**src/rtl/rate_mod_counter_if.sv**
```systemverilog
// Switch inputs and counter outputs of rate_mod_counter, bundled for the top-level port list.
// The master side drives the switches and observes the count; the slave side is the counter.
interface rate_mod_counter_if #(
  parameter int WIDTH = 4
);
  logic             SW17;
  logic             SW16;
  logic             SW1;
  logic             SW2;
  logic [WIDTH-1:0] count;
  logic             tick;
  logic             wrap;

  modport master (
    output SW17, SW16, SW1, SW2,
    input  count, tick, wrap
  );

  modport slave (
    input  SW17, SW16, SW1, SW2,
    output count, tick, wrap
  );
endinterface

```
**src/rtl/rate_mod_counter.sv**
```systemverilog
// Single-domain modulo up/down counter that advances on a prescaler tick at one of four rates.
// The tick is only ever used as an enable; count, tick and wrap are all registered.
module rate_mod_counter #(
  parameter int WIDTH     = 4,
  parameter int MAX_COUNT = 7,
  parameter int PRESC_W   = 29,
  parameter int DIV0      = 25000000,
  parameter int DIV1      = 50000000,
  parameter int DIV2      = 100000000,
  parameter int DIV3      = 300000000
) (
  input  logic               PIN_Y2,
  input  logic               SW0,
  rate_mod_counter_if.slave  bus
);

  localparam logic [PRESC_W-1:0] DIV0_M1 = PRESC_W'(DIV0 - 1);
  localparam logic [PRESC_W-1:0] DIV1_M1 = PRESC_W'(DIV1 - 1);
  localparam logic [PRESC_W-1:0] DIV2_M1 = PRESC_W'(DIV2 - 1);
  localparam logic [PRESC_W-1:0] DIV3_M1 = PRESC_W'(DIV3 - 1);
  localparam logic [WIDTH-1:0]   MAX_C   = WIDTH'(MAX_COUNT);

  logic [1:0]         sel_r;
  logic [PRESC_W-1:0] presc_r;
  logic [WIDTH-1:0]   count_r;
  logic               tick_r;
  logic               wrap_r;

  logic [1:0]         sel_in_s;
  logic               sel_chg_s;
  logic [PRESC_W-1:0] div_m1_s;
  logic               tick_s;
  logic [PRESC_W-1:0] presc_nxt_s;
  logic [WIDTH-1:0]   count_nxt_s;
  logic               wrap_nxt_s;

  assign sel_in_s  = {bus.SW17, bus.SW16};
  assign sel_chg_s = (sel_in_s != sel_r);

  // Terminal prescaler value for the currently registered rate.
  always_comb begin
    div_m1_s = DIV0_M1;
    case (sel_r)
      2'b00:   div_m1_s = DIV0_M1;
      2'b01:   div_m1_s = DIV1_M1;
      2'b10:   div_m1_s = DIV2_M1;
      2'b11:   div_m1_s = DIV3_M1;
      default: div_m1_s = DIV0_M1;
    endcase
  end

  // Prescaler next state; a rate change always wins so the new period starts from zero.
  always_comb begin
    presc_nxt_s = presc_r;
    tick_s      = 1'b0;
    if (sel_chg_s) begin
      presc_nxt_s = {PRESC_W{1'b0}};
    end else if (!bus.SW2) begin
      presc_nxt_s = presc_r;
    end else if (presc_r == div_m1_s) begin
      presc_nxt_s = {PRESC_W{1'b0}};
      tick_s      = 1'b1;
    end else begin
      presc_nxt_s = presc_r + PRESC_W'(1);
    end
  end

  // Counter next state; the terminal check precedes the step so WIDTH-bit arithmetic never overflows.
  always_comb begin
    count_nxt_s = count_r;
    wrap_nxt_s  = 1'b0;
    if (!tick_s) begin
      count_nxt_s = count_r;
    end else if (!bus.SW1) begin
      if (count_r == MAX_C) begin
        count_nxt_s = {WIDTH{1'b0}};
        wrap_nxt_s  = 1'b1;
      end else begin
        count_nxt_s = count_r + WIDTH'(1);
      end
    end else begin
      if (count_r == {WIDTH{1'b0}}) begin
        count_nxt_s = MAX_C;
        wrap_nxt_s  = 1'b1;
      end else begin
        count_nxt_s = count_r - WIDTH'(1);
      end
    end
  end

  // State and output registers, cleared asynchronously by SW0.
  always_ff @(posedge PIN_Y2 or posedge SW0) begin
    if (SW0) begin
      sel_r   <= 2'b00;
      presc_r <= {PRESC_W{1'b0}};
      count_r <= {WIDTH{1'b0}};
      tick_r  <= 1'b0;
      wrap_r  <= 1'b0;
    end else begin
      sel_r   <= sel_in_s;
      presc_r <= presc_nxt_s;
      count_r <= count_nxt_s;
      tick_r  <= tick_s;
      wrap_r  <= wrap_nxt_s;
    end
  end

  assign bus.count = count_r;
  assign bus.tick  = tick_r;
  assign bus.wrap  = wrap_r;

endmodule

```
**src/flat_wrapper.sv**
```systemverilog
// flat-port wrapper written by rule: the top's interface ports become plain ports
module rate_mod_counter_flat 
#(
  parameter int WIDTH     = 4,
  parameter int MAX_COUNT = 7,
  parameter int PRESC_W   = 29,
  parameter int DIV0      = 25000000,
  parameter int DIV1      = 50000000,
  parameter int DIV2      = 100000000,
  parameter int DIV3      = 300000000
)
  (PIN_Y2, SW0, bus_SW17, bus_SW16, bus_SW1, bus_SW2, bus_count, bus_tick, bus_wrap);
  rate_mod_counter_if #(.WIDTH(WIDTH)) bus_i ();
  input  logic PIN_Y2;
  input  logic SW0;
  input wire logic [$bits(bus_i.SW17)-1:0] bus_SW17;
  input wire logic [$bits(bus_i.SW16)-1:0] bus_SW16;
  input wire logic [$bits(bus_i.SW1)-1:0] bus_SW1;
  input wire logic [$bits(bus_i.SW2)-1:0] bus_SW2;
  output wire logic [$bits(bus_i.count)-1:0] bus_count;
  output wire logic [$bits(bus_i.tick)-1:0] bus_tick;
  output wire logic [$bits(bus_i.wrap)-1:0] bus_wrap;
  assign bus_i.SW17 = bus_SW17;
  assign bus_i.SW16 = bus_SW16;
  assign bus_i.SW1 = bus_SW1;
  assign bus_i.SW2 = bus_SW2;
  assign bus_count = bus_i.count;
  assign bus_tick = bus_i.tick;
  assign bus_wrap = bus_i.wrap;
  rate_mod_counter #(.WIDTH(WIDTH), .MAX_COUNT(MAX_COUNT), .PRESC_W(PRESC_W), .DIV0(DIV0), .DIV1(DIV1), .DIV2(DIV2), .DIV3(DIV3)) u_core (.PIN_Y2(PIN_Y2), .SW0(SW0), .bus(bus_i));
endmodule
```
**config.mk**
```make
export PLATFORM = sky130hd
export DESIGN_NAME = rate_mod_counter_flat
export DESIGN_NICKNAME = d
export VERILOG_FILES = /design/src/rtl/rate_mod_counter_if.sv /design/src/rtl/rate_mod_counter.sv /design/src/flat_wrapper.sv
export SDC_FILE = /design/constraint.sdc
export NUM_CORES = 1
export LEC_CHECK = 0
export BUFFER_PORTS_ARGS = -buffer_cell sky130_fd_sc_hd__buf_2
export CORE_ASPECT_RATIO = 1.25
export CORE_UTILIZATION = 60
export DETAILED_ROUTE_END_ITERATION = 6
export PLACE_DENSITY_LB_ADDON = 0.1
export SLEW_MARGIN = 20
export SYNTH_ARGS = -nofsm -noshare
export SYNTH_HDL_FRONTEND = slang
export SYNTH_SLANG_ARGS = --single-unit
```
**constraint.sdc**
```tcl
create_clock -name PIN_Y2 -period 3.3 [get_ports PIN_Y2]
set_clock_uncertainty 0.1 [all_clocks]
set_input_delay 0.33 -clock PIN_Y2 [delete_from_list [all_inputs] [get_ports PIN_Y2]]
set_output_delay 0.33 -clock PIN_Y2 [all_outputs]
set_load 0.03 [all_outputs]
```
==> results of run 1 <==
metal layers:
layer	GRT usage	up-vias	wire length (µm)
li1	-	833	-
met5	0	-	0
met4	0.134	0	85
met1	0.312	826	1960
met3	0.0541	8	196
met2	0.482	39	2370
power groups by stage:
stage / combinational [mW] / clock (mW) / sequential [mW]
finish: 0.0483 / 0.316 / 0.462
global route: 0.0545 / 0.337 / 0.462
CTS: 0.0487 / 0.321 / 0.461
detailed placement: 0.0482 / 0 / 0.470
global placement: 0.0458 / 0 / 0.470
floorplan: 0.0429 / 0 / 0.466
cells in the final DEF, fill, tap and decap left out, types with 2 or more instances in the layout:
cell type / synthesis / final
sky130_fd_sc_hd__a21oi_1: 8 / 8
sky130_fd_sc_hd__buf_2: 1 / 11
sky130_fd_sc_hd__inv_1: 7 / 7
sky130_fd_sc_hd__o2111ai_1: 4 / 4
sky130_fd_sc_hd__o211ai_1: 2 / 2
sky130_fd_sc_hd__nand3_1: 10 / 10
sky130_fd_sc_hd__buf_4: 0 / 2
sky130_fd_sc_hd__nor2b_1: 3 / 3
sky130_fd_sc_hd__and4_1: 2 / 2
sky130_fd_sc_hd__o21ai_0: 7 / 7
sky130_fd_sc_hd__o21ai_1: 2 / 2
sky130_fd_sc_hd__nand4_1: 6 / 6
sky130_fd_sc_hd__or2_2: 2 / 2
sky130_fd_sc_hd__nor3_1: 5 / 5
sky130_fd_sc_hd__ha_1: 3 / 3
sky130_fd_sc_hd__nor2_1: 35 / 35
sky130_fd_sc_hd__xor2_1: 22 / 22
sky130_fd_sc_hd__clkbuf_8: 0 / 6
sky130_fd_sc_hd__dfrtp_1: 37 / 37
sky130_fd_sc_hd__and3_1: 9 / 9
sky130_fd_sc_hd__or3b_2: 2 / 2
sky130_fd_sc_hd__nand2_1: 19 / 19
sky130_fd_sc_hd__nand2b_1: 4 / 4
sky130_fd_sc_hd__nor3b_1: 2 / 2
sky130_fd_sc_hd__xnor2_1: 8 / 8
synthesized netlist by cell type, types with 2 or more instances:
| cell | number | area (µm²) |
|---|---|---|
| sky130_fd_sc_hd__xnor2_1 | 8 | 70.1 |
| sky130_fd_sc_hd__nand2_1 | 19 | 71.3 |
| sky130_fd_sc_hd__nor3_1 | 5 | 25.0 |
| sky130_fd_sc_hd__inv_1 | 7 | 26.3 |
| sky130_fd_sc_hd__nor2_1 | 35 | 131 |
| sky130_fd_sc_hd__nor2b_1 | 3 | 18.8 |
| sky130_fd_sc_hd__o2111ai_1 | 4 | 35.0 |
| sky130_fd_sc_hd__or2_2 | 2 | 12.5 |
| sky130_fd_sc_hd__nand4_1 | 6 | 37.5 |
| sky130_fd_sc_hd__o211ai_1 | 2 | 15.0 |
| sky130_fd_sc_hd__o21ai_1 | 2 | 10.0 |
| sky130_fd_sc_hd__dfrtp_1 | 37 | 926 |
| sky130_fd_sc_hd__ha_1 | 3 | 37.5 |
| sky130_fd_sc_hd__xor2_1 | 22 | 193 |
| sky130_fd_sc_hd__nor3b_1 | 2 | 15.0 |
| sky130_fd_sc_hd__nand2b_1 | 4 | 25.0 |
| sky130_fd_sc_hd__or3b_2 | 2 | 17.5 |
| sky130_fd_sc_hd__and3_1 | 9 | 56.3 |
| sky130_fd_sc_hd__clkbuf_1 | 6 | 22.5 |
| sky130_fd_sc_hd__nand3_1 | 10 | 50.1 |
| sky130_fd_sc_hd__o21ai_0 | 7 | 35.0 |
| sky130_fd_sc_hd__and4_1 | 2 | 17.5 |
| sky130_fd_sc_hd__a21oi_1 | 8 | 40.0 |
| sky130_fd_sc_hd__buf_6 | 3 | 33.8 |
flip-flops by register name (all words and copies together) (netlist names):
register / cells
u_core.bus.wrap: 1
u_core.sel_r: 2
u_core.bus.tick: 1
u_core.bus.count: 4
u_core.presc_r: 29
cells by family after synthesis:
family / after synthesis / synth area share
AND/OR/NAND/NOR: 109 / 0.265
flip-flops: 37 / 0.430
AO/OA/AOI/OAI: 36 / 0.119
XOR/XNOR: 30 / 0.122
buffers and inverters: 17 / 0.0407
adder cells (fa/ha/maj): 3 / 0.0175
multiplexers: 1 / 0.00524
critical path: stages, from the launching register on:
cell and delay [ns]:
sky130_fd_sc_hd__dfrtp_1 0.41, sky130_fd_sc_hd__or4b_1 0.58, sky130_fd_sc_hd__a2111oi_2 0.24, sky130_fd_sc_hd__o21ai_1 0.15, sky130_fd_sc_hd__or4_4 0.61, sky130_fd_sc_hd__o21ai_4 0.50, sky130_fd_sc_hd__nor2_1 0.14
worst max path at each step:
stage                        from                  to  slack (ns)  cells after the start
2_1_floorplan  u_core.presc_r[10]  u_core.presc_r[28]        0.90                      7
3_3_place_gp   u_core.presc_r[10]  u_core.presc_r[16]        0.59                      6
3_5_place_dp   u_core.presc_r[10]   u_core.presc_r[7]        0.45                      6
4_1_cts        u_core.presc_r[10]   u_core.presc_r[7]        0.42                      6
5_1_grt        u_core.presc_r[10]   u_core.presc_r[7]        0.30                      6
6_report       u_core.presc_r[10]   u_core.presc_r[7]        0.43                      6
per-stage QoR:
step | cell area (µm²) | setup WS, ns | utilization
global placement | 2210 | 0.595 | 0.667
CTS | 2290 | 0.416 | 0.693
detailed placement | 2210 | 0.451 | 0.667
global route | 2290 | 0.303 | 0.693
finish | 2290 | 0.428 | 0.693
floorplan | 2150 | 0.899 | -
cell type report:
type | count | area [µm²]
multi-input cells | 179 | 1140
fillers | 262 | 1020
flip-flops and latches | 37 | 926
clock buffers | 7 | 86.3
repair buffers | 13 | 70.1
well taps | 37 | 46.3
inverters | 7 | 26.3
==> impl_metrics.xml, run 1 <==
<?xml version="1.0" encoding="UTF-8"?>
<metrics>
  <group name="global_route">
    <metric name="globalRoute.totalOverflow" unit="">0</metric>
    <metric name="gr-usage-all-layers" unit="">0.269</metric>
    <metric name="grt_antenna_before_repair" unit="">0</metric>
    <metric name="grt_start_max_net_pins" unit="">38</metric>
    <metric name="wire_length_of_the_first_global_routing_pass" unit="µm">7890</metric>
    <metric name="grt_pass1_vias" unit="">1728</metric>
  </group>
  <group name="setup_path">
    <metric name="critical_path.endpoint_type" unit="">flip-flop</metric>
    <metric name="critical_path.max_fanout" unit="">22</metric>
    <metric name="timing.setup.critical_path_class" unit="">reg -&gt; reg</metric>
    <metric name="r2r_end" unit="">u_core.presc_r[7]</metric>
    <metric name="reg2reg_from" unit="">u_core.presc_r[10]</metric>
    <metric name="cp.required" unit="ns">3.35</metric>
    <metric name="critical_path.startpoint_type" unit="">flip-flop</metric>
    <metric name="r2r.worst_path.cells" unit="">6</metric>
    <metric name="cp.arrival" unit="ns">2.92</metric>
    <metric name="reg2reg_setup_slack" unit="ns">0.43</metric>
  </group>
  <group name="sta">
    <metric name="whs" unit="ns">0.0379</metric>
    <metric name="max_slew.worst_pin.slew" unit="ns">0.592</metric>
    <metric name="final.period_utilization" unit="">0.870</metric>
    <metric name="relSlewSlack" unit="">0.604</metric>
    <metric name="max_freq" unit="GHz">0.348</metric>
    <metric name="report.final.slew_viol_count" unit="">0</metric>
    <metric name="period_needed" unit="ns">2.87</metric>
    <metric name="hold_fails_final_rpt" unit="">0</metric>
    <metric name="grt_setup_unrepaired" unit="">no</metric>
    <metric name="finalSetupViolCount" unit="">0</metric>
    <metric name="final.setup.tns" unit="ns">0</metric>
  </group>
  <group name="clock_network">
    <metric name="cts_hold_buf" unit="">0</metric>
    <metric name="htree_levels" unit="">2</metric>
    <metric name="sink_count" unit="">37</metric>
    <metric name="tritoncts.num_buffers" unit="">5</metric>
    <metric name="clk_path_buf_depth" unit="">2</metric>
    <metric name="clk_pin_slew_worst_paths" unit="ns">0.07</metric>
    <metric name="tritoncts" unit="">done</metric>
    <metric name="clk_tree_root_cell" unit="">sky130_fd_sc_hd__clkbuf_8</metric>
    <metric name="clock_latency" unit="ns">0.29</metric>
    <metric name="post_cts_buffers" unit="">0</metric>
    <metric name="cts.repair.resized" unit="">0</metric>
  </group>
  <group name="power_and_ir_drop">
    <metric name="peak_supply_drop" unit="mV">0.307</metric>
    <metric name="clock_power_frac" unit="">0.383</metric>
    <metric name="power.switching_fraction" unit="">0.233</metric>
    <metric name="power.switching" unit="mW">0.193</metric>
    <metric name="power.static_leakage" unit="nW">0.973</metric>
    <metric name="power_density" unit="nW/µm²">360</metric>
    <metric name="fin_total_pwr" unit="mW">0.826</metric>
    <metric name="fraction_of_power_consumed_by_sequential_logic" unit="">0.559</metric>
    <metric name="power_report.internal_total" unit="mW">0.634</metric>
    <metric name="power.combinational.fraction" unit="">0.058</metric>
  </group>
  <group name="yosys">
    <metric name="synth-edff-count" unit="">0</metric>
    <metric name="synth_top_flop_cell" unit="">sky130_fd_sc_hd__dfrtp_1</metric>
    <metric name="synthesis.nets" unit="">242</metric>
    <metric name="synthCells" unit="">233</metric>
    <metric name="yosysWarnings" unit="">0</metric>
    <metric name="avgSynthCellArea" unit="µm²">9.23</metric>
    <metric name="synthesis.area" unit="µm²">2150</metric>
    <metric name="synth-seq-cells" unit="">37</metric>
    <metric name="yosysSeqAreaShare" unit="">0.430</metric>
    <metric name="yosys.cell_types.count" unit="">49</metric>
    <metric name="postSynth.asyncResetShare" unit="">1.00</metric>
  </group>
  <group name="layout">
    <metric name="layout_overhead_on_the_synthesized_area" unit="%">6.57</metric>
    <metric name="num_antenna_cells" unit="">0</metric>
    <metric name="count_of_non_filler_cells_in_the_finished_layout" unit="">280</metric>
    <metric name="nets" unit="">252</metric>
    <metric name="drive_above_1_share" unit="">0.123</metric>
  </group>
  <group name="placed_design">
    <metric name="buffer_ports.inserted" unit="">11</metric>
    <metric name="placed_cells" unit="">273</metric>
    <metric name="placed_wire_length_estimate" unit="µm">3220</metric>
    <metric name="finalWeightedCongestion" unit="">0.918</metric>
  </group>
  <group name="floorplan">
    <metric name="io-pin-count" unit="">12</metric>
    <metric name="floorplan.core_area" unit="µm²">3310</metric>
    <metric name="initial_core_util" unit="">0.650</metric>
    <metric name="chipWidth" unit="µm">55.6</metric>
    <metric name="placementRows" unit="">23</metric>
    <metric name="die_area" unit="µm²">3830</metric>
    <metric name="dieHeight" unit="µm">68.9</metric>
  </group>
  <group name="detailed_routing">
    <metric name="drt_wl_total" unit="µm">4610</metric>
    <metric name="post_detailed_route_wirelength_per_cell" unit="µm">16.5</metric>
    <metric name="vias" unit="">1706</metric>
    <metric name="number_of_optimization_iterations_in_the_first_detailed_route_pass" unit="">4</metric>
    <metric name="via_per_inst" unit="">6.09</metric>
    <metric name="remaining_drc_errors" unit="">0</metric>
    <metric name="drt_first_iter_violations" unit="">121</metric>
    <metric name="antenna_nets_post_route" unit="">0</metric>
  </group>
  <group name="hold_path">
    <metric name="worstHoldPathType" unit="">in -&gt; async</metric>
  </group>
  <group name="outcome">
    <metric name="outcome" unit="">completed</metric>
  </group>
  <group name="job">
    <metric name="timing.max_cap.violations" unit="">0</metric>
  </group>
</metrics>
Note: power is estimated with default switching activity, not from simulation.
==> inputs of run 2 (changes only) <==
Settings changed: CORE_UTILIZATION 60 to 55, SKIP_LAST_GASP from default to 1.
==> run 2 against run 1 <==
- critical path depth did not move
- via count rose by 1.6%
- the run now ends with DRC left
- utilization fell by 8.1 points
- critical path type unchanged
- critical endpoint is now u_core.presc_r[13]
- largest power group unchanged
- fmax rose by 3.6%
- sequential share of layout area fell by 0.066 points
- register-to-register slack improved by 0.099 ns
==> impl_metrics.xml, run 2 (synthesis gave the netlist of run 1 again) <==
<?xml version="1.0" encoding="UTF-8"?>
<metrics>
  <group name="outcome">
    <metric name="outcome" unit="">complete, but fails checks</metric>
    <metric name="violations" unit="">DRC</metric>
  </group>
  <group name="layout">
    <metric name="mostFrequentLayoutCells" unit="">sky130_fd_sc_hd__dfrtp_1 (37), sky130_fd_sc_hd__nor2_1 (35), sky130_fd_sc_hd__xor2_1 (22), sky130_fd_sc_hd__nand2_1 (19), sky130_fd_sc_hd__buf_2 (11)</metric>
    <metric name="final.fill_count" unit="">334</metric>
    <metric name="num_antenna_cells" unit="">0</metric>
    <metric name="postLayoutCellArea" unit="µm²">2300</metric>
    <metric name="layout.cells.most_common" unit="">sky130_fd_sc_hd__dfrtp_1</metric>
    <metric name="regMostFlops" unit="">u_core.presc_r</metric>
    <metric name="largest_register_ff_count" unit="">29</metric>
    <metric name="nets" unit="">252</metric>
    <metric name="layout_overhead_on_the_synthesized_area" unit="%">6.75</metric>
    <metric name="drive_above_1_share" unit="">0.123</metric>
  </group>
  <group name="global_route">
    <metric name="globalRoute.totalOverflow" unit="">0</metric>
    <metric name="gr-usage-all-layers" unit="">0.256</metric>
    <metric name="grt_antenna_before_repair" unit="">0</metric>
    <metric name="wire_length_of_the_first_global_routing_pass" unit="µm">8080</metric>
    <metric name="grt_pass1_vias" unit="">1789</metric>
    <metric name="grt_start_max_net_pins" unit="">38</metric>
  </group>
  <group name="detailed_routing">
    <metric name="vias" unit="">1733</metric>
    <metric name="drt_first_iter_violations" unit="">75</metric>
    <metric name="number_of_optimization_iterations_in_the_first_detailed_route_pass" unit="">6</metric>
    <metric name="remaining_drc_errors" unit="">3</metric>
    <metric name="antenna_nets_post_route" unit="">0</metric>
    <metric name="via_per_inst" unit="">6.12</metric>
    <metric name="drt_wl_total" unit="µm">4820</metric>
    <metric name="post_detailed_route_wirelength_per_cell" unit="µm">17.0</metric>
  </group>
  <group name="sta">
    <metric name="max_freq" unit="GHz">0.361</metric>
    <metric name="max_slew.worst_pin.slew" unit="ns">0.582</metric>
    <metric name="grt_setup_unrepaired" unit="">no</metric>
    <metric name="relSlewSlack" unit="">0.611</metric>
    <metric name="final.setup.tns" unit="ns">0</metric>
    <metric name="final.period_utilization" unit="">0.840</metric>
    <metric name="hold_fails_final_rpt" unit="">0</metric>
    <metric name="report.final.slew_viol_count" unit="">0</metric>
    <metric name="finalSetupViolCount" unit="">0</metric>
    <metric name="period_needed" unit="ns">2.77</metric>
  </group>
  <group name="power_and_ir_drop">
    <metric name="power.static_leakage" unit="nW">0.973</metric>
    <metric name="peak_supply_drop" unit="mV">0.220</metric>
    <metric name="power_density" unit="nW/µm²">362</metric>
  </group>
  <group name="clock_network">
    <metric name="clk_path_buf_depth" unit="">2</metric>
    <metric name="clk_tree_root_cell" unit="">sky130_fd_sc_hd__clkbuf_8</metric>
    <metric name="htree_levels" unit="">2</metric>
    <metric name="post_cts_buffers" unit="">0</metric>
    <metric name="cts.repair.resized" unit="">0</metric>
    <metric name="tritoncts" unit="">done</metric>
    <metric name="clk_pin_slew_worst_paths" unit="ns">0.07</metric>
    <metric name="cts_hold_buf" unit="">0</metric>
    <metric name="sink_count" unit="">37</metric>
    <metric name="tritoncts.num_buffers" unit="">5</metric>
    <metric name="clock_latency" unit="ns">0.29</metric>
  </group>
  <group name="floorplan">
    <metric name="die_area" unit="µm²">4170</metric>
    <metric name="floorplan.core_area" unit="µm²">3750</metric>
    <metric name="chipWidth" unit="µm">57.9</metric>
    <metric name="dieHeight" unit="µm">71.9</metric>
    <metric name="initial_core_util" unit="">0.573</metric>
    <metric name="io-pin-count" unit="">12</metric>
    <metric name="placementRows" unit="">25</metric>
  </group>
  <group name="job">
    <metric name="timing.max_cap.violations" unit="">0</metric>
  </group>
  <group name="hold_path">
    <metric name="worstHoldPathType" unit="">in -&gt; async</metric>
  </group>
  <group name="placed_design">
    <metric name="post_placement_cell_area" unit="µm²">2210</metric>
    <metric name="buffer_ports.inserted" unit="">11</metric>
    <metric name="placed_wire_length_estimate" unit="µm">3310</metric>
    <metric name="finalWeightedCongestion" unit="">0.872</metric>
  </group>
  <group name="setup_path">
    <metric name="critical_path.startpoint_type" unit="">flip-flop</metric>
    <metric name="reg2reg_from" unit="">u_core.presc_r[10]</metric>
    <metric name="slowest_stage" unit="">sky130_fd_sc_hd__or4_4</metric>
    <metric name="r2r.worst_path.cells" unit="">6</metric>
    <metric name="critical_path.endpoint_type" unit="">flip-flop</metric>
    <metric name="cp_cell_sequence" unit="">or4b_1, a2111oi_2, o21ai_1, or4_4, o21ai_4, nor2_1</metric>
    <metric name="cp.required" unit="ns">3.35</metric>
    <metric name="worst_setup_path_startpoint" unit="">u_core.presc_r[10]</metric>
    <metric name="cp.arrival" unit="ns">2.82</metric>
    <metric name="critical_path.max_fanout" unit="">22</metric>
    <metric name="r2r_end" unit="">u_core.presc_r[13]</metric>
    <metric name="timing.setup.critical_path_class" unit="">reg -&gt; reg</metric>
    <metric name="reg2reg_setup_slack" unit="ns">0.53</metric>
    <metric name="max_stage_delay" unit="ns">0.61</metric>
  </group>
</metrics>
[run 2: area by class of cell]
class                      count  area, µm²  share of cell area
inverter                       7       26.3              0.0114
sequential                    37        926               0.403
multi-input combinational    179       1140               0.495
clock buffer                   7       86.3              0.0376
timing repair buffer          13       70.1              0.0305
tap                           40       50.0              0.0218
[run 2: metal layers]
metal,share of wire,track usage
met5,0,0
met3,0.024,0.0553
met2,0.53,0.462
met1,0.42,0.291
met4,0.021,0.103
[run 2: power by group]
group,internal [mW],total [mW],switching (mW)
sequential,0.456,0.462,0.00585
clock,0.166,0.321,0.155
combinational,0.0123,0.0480,0.0358
[run 2: worst max path at each step]
stage | end | slack (ns) | depth (start not counted)
6_report | u_core.presc_r[13] | 0.53 | 6
3_3_place_gp | u_core.presc_r[18] | 0.57 | 6
2_1_floorplan | u_core.presc_r[28] | 0.90 | 7
3_5_place_dp | u_core.presc_r[5] | 0.52 | 6
4_1_cts | u_core.presc_r[20] | 0.52 | 6
5_1_grt | u_core.presc_r[20] | 0.37 | 6
[run 2: critical path: cells and delay by family (launching register included)]
kind / cells / cell delay, ns
AO/OA/AOI/OAI: 3 / 0.85
AND/OR/NAND/NOR: 3 / 1.27
flip-flops: 1 / 0.42
[run 2: through the flow]
step | setup slack, ns | util | total power [mW] | std cells | hold slack, ns
floorplan | 0.899 | - | 0.509 | 233 | 0.261
global placement | 0.566 | 0.589 | 0.517 | 276 | 0.347
detailed placement | 0.523 | 0.589 | 0.518 | 276 | 0.360
CTS | 0.516 | 0.612 | 0.836 | 283 | 0.0507
global route | 0.368 | 0.612 | 0.856 | 283 | 0.0584
finish | 0.527 | 0.612 | 0.830 | 283 | 0.0354
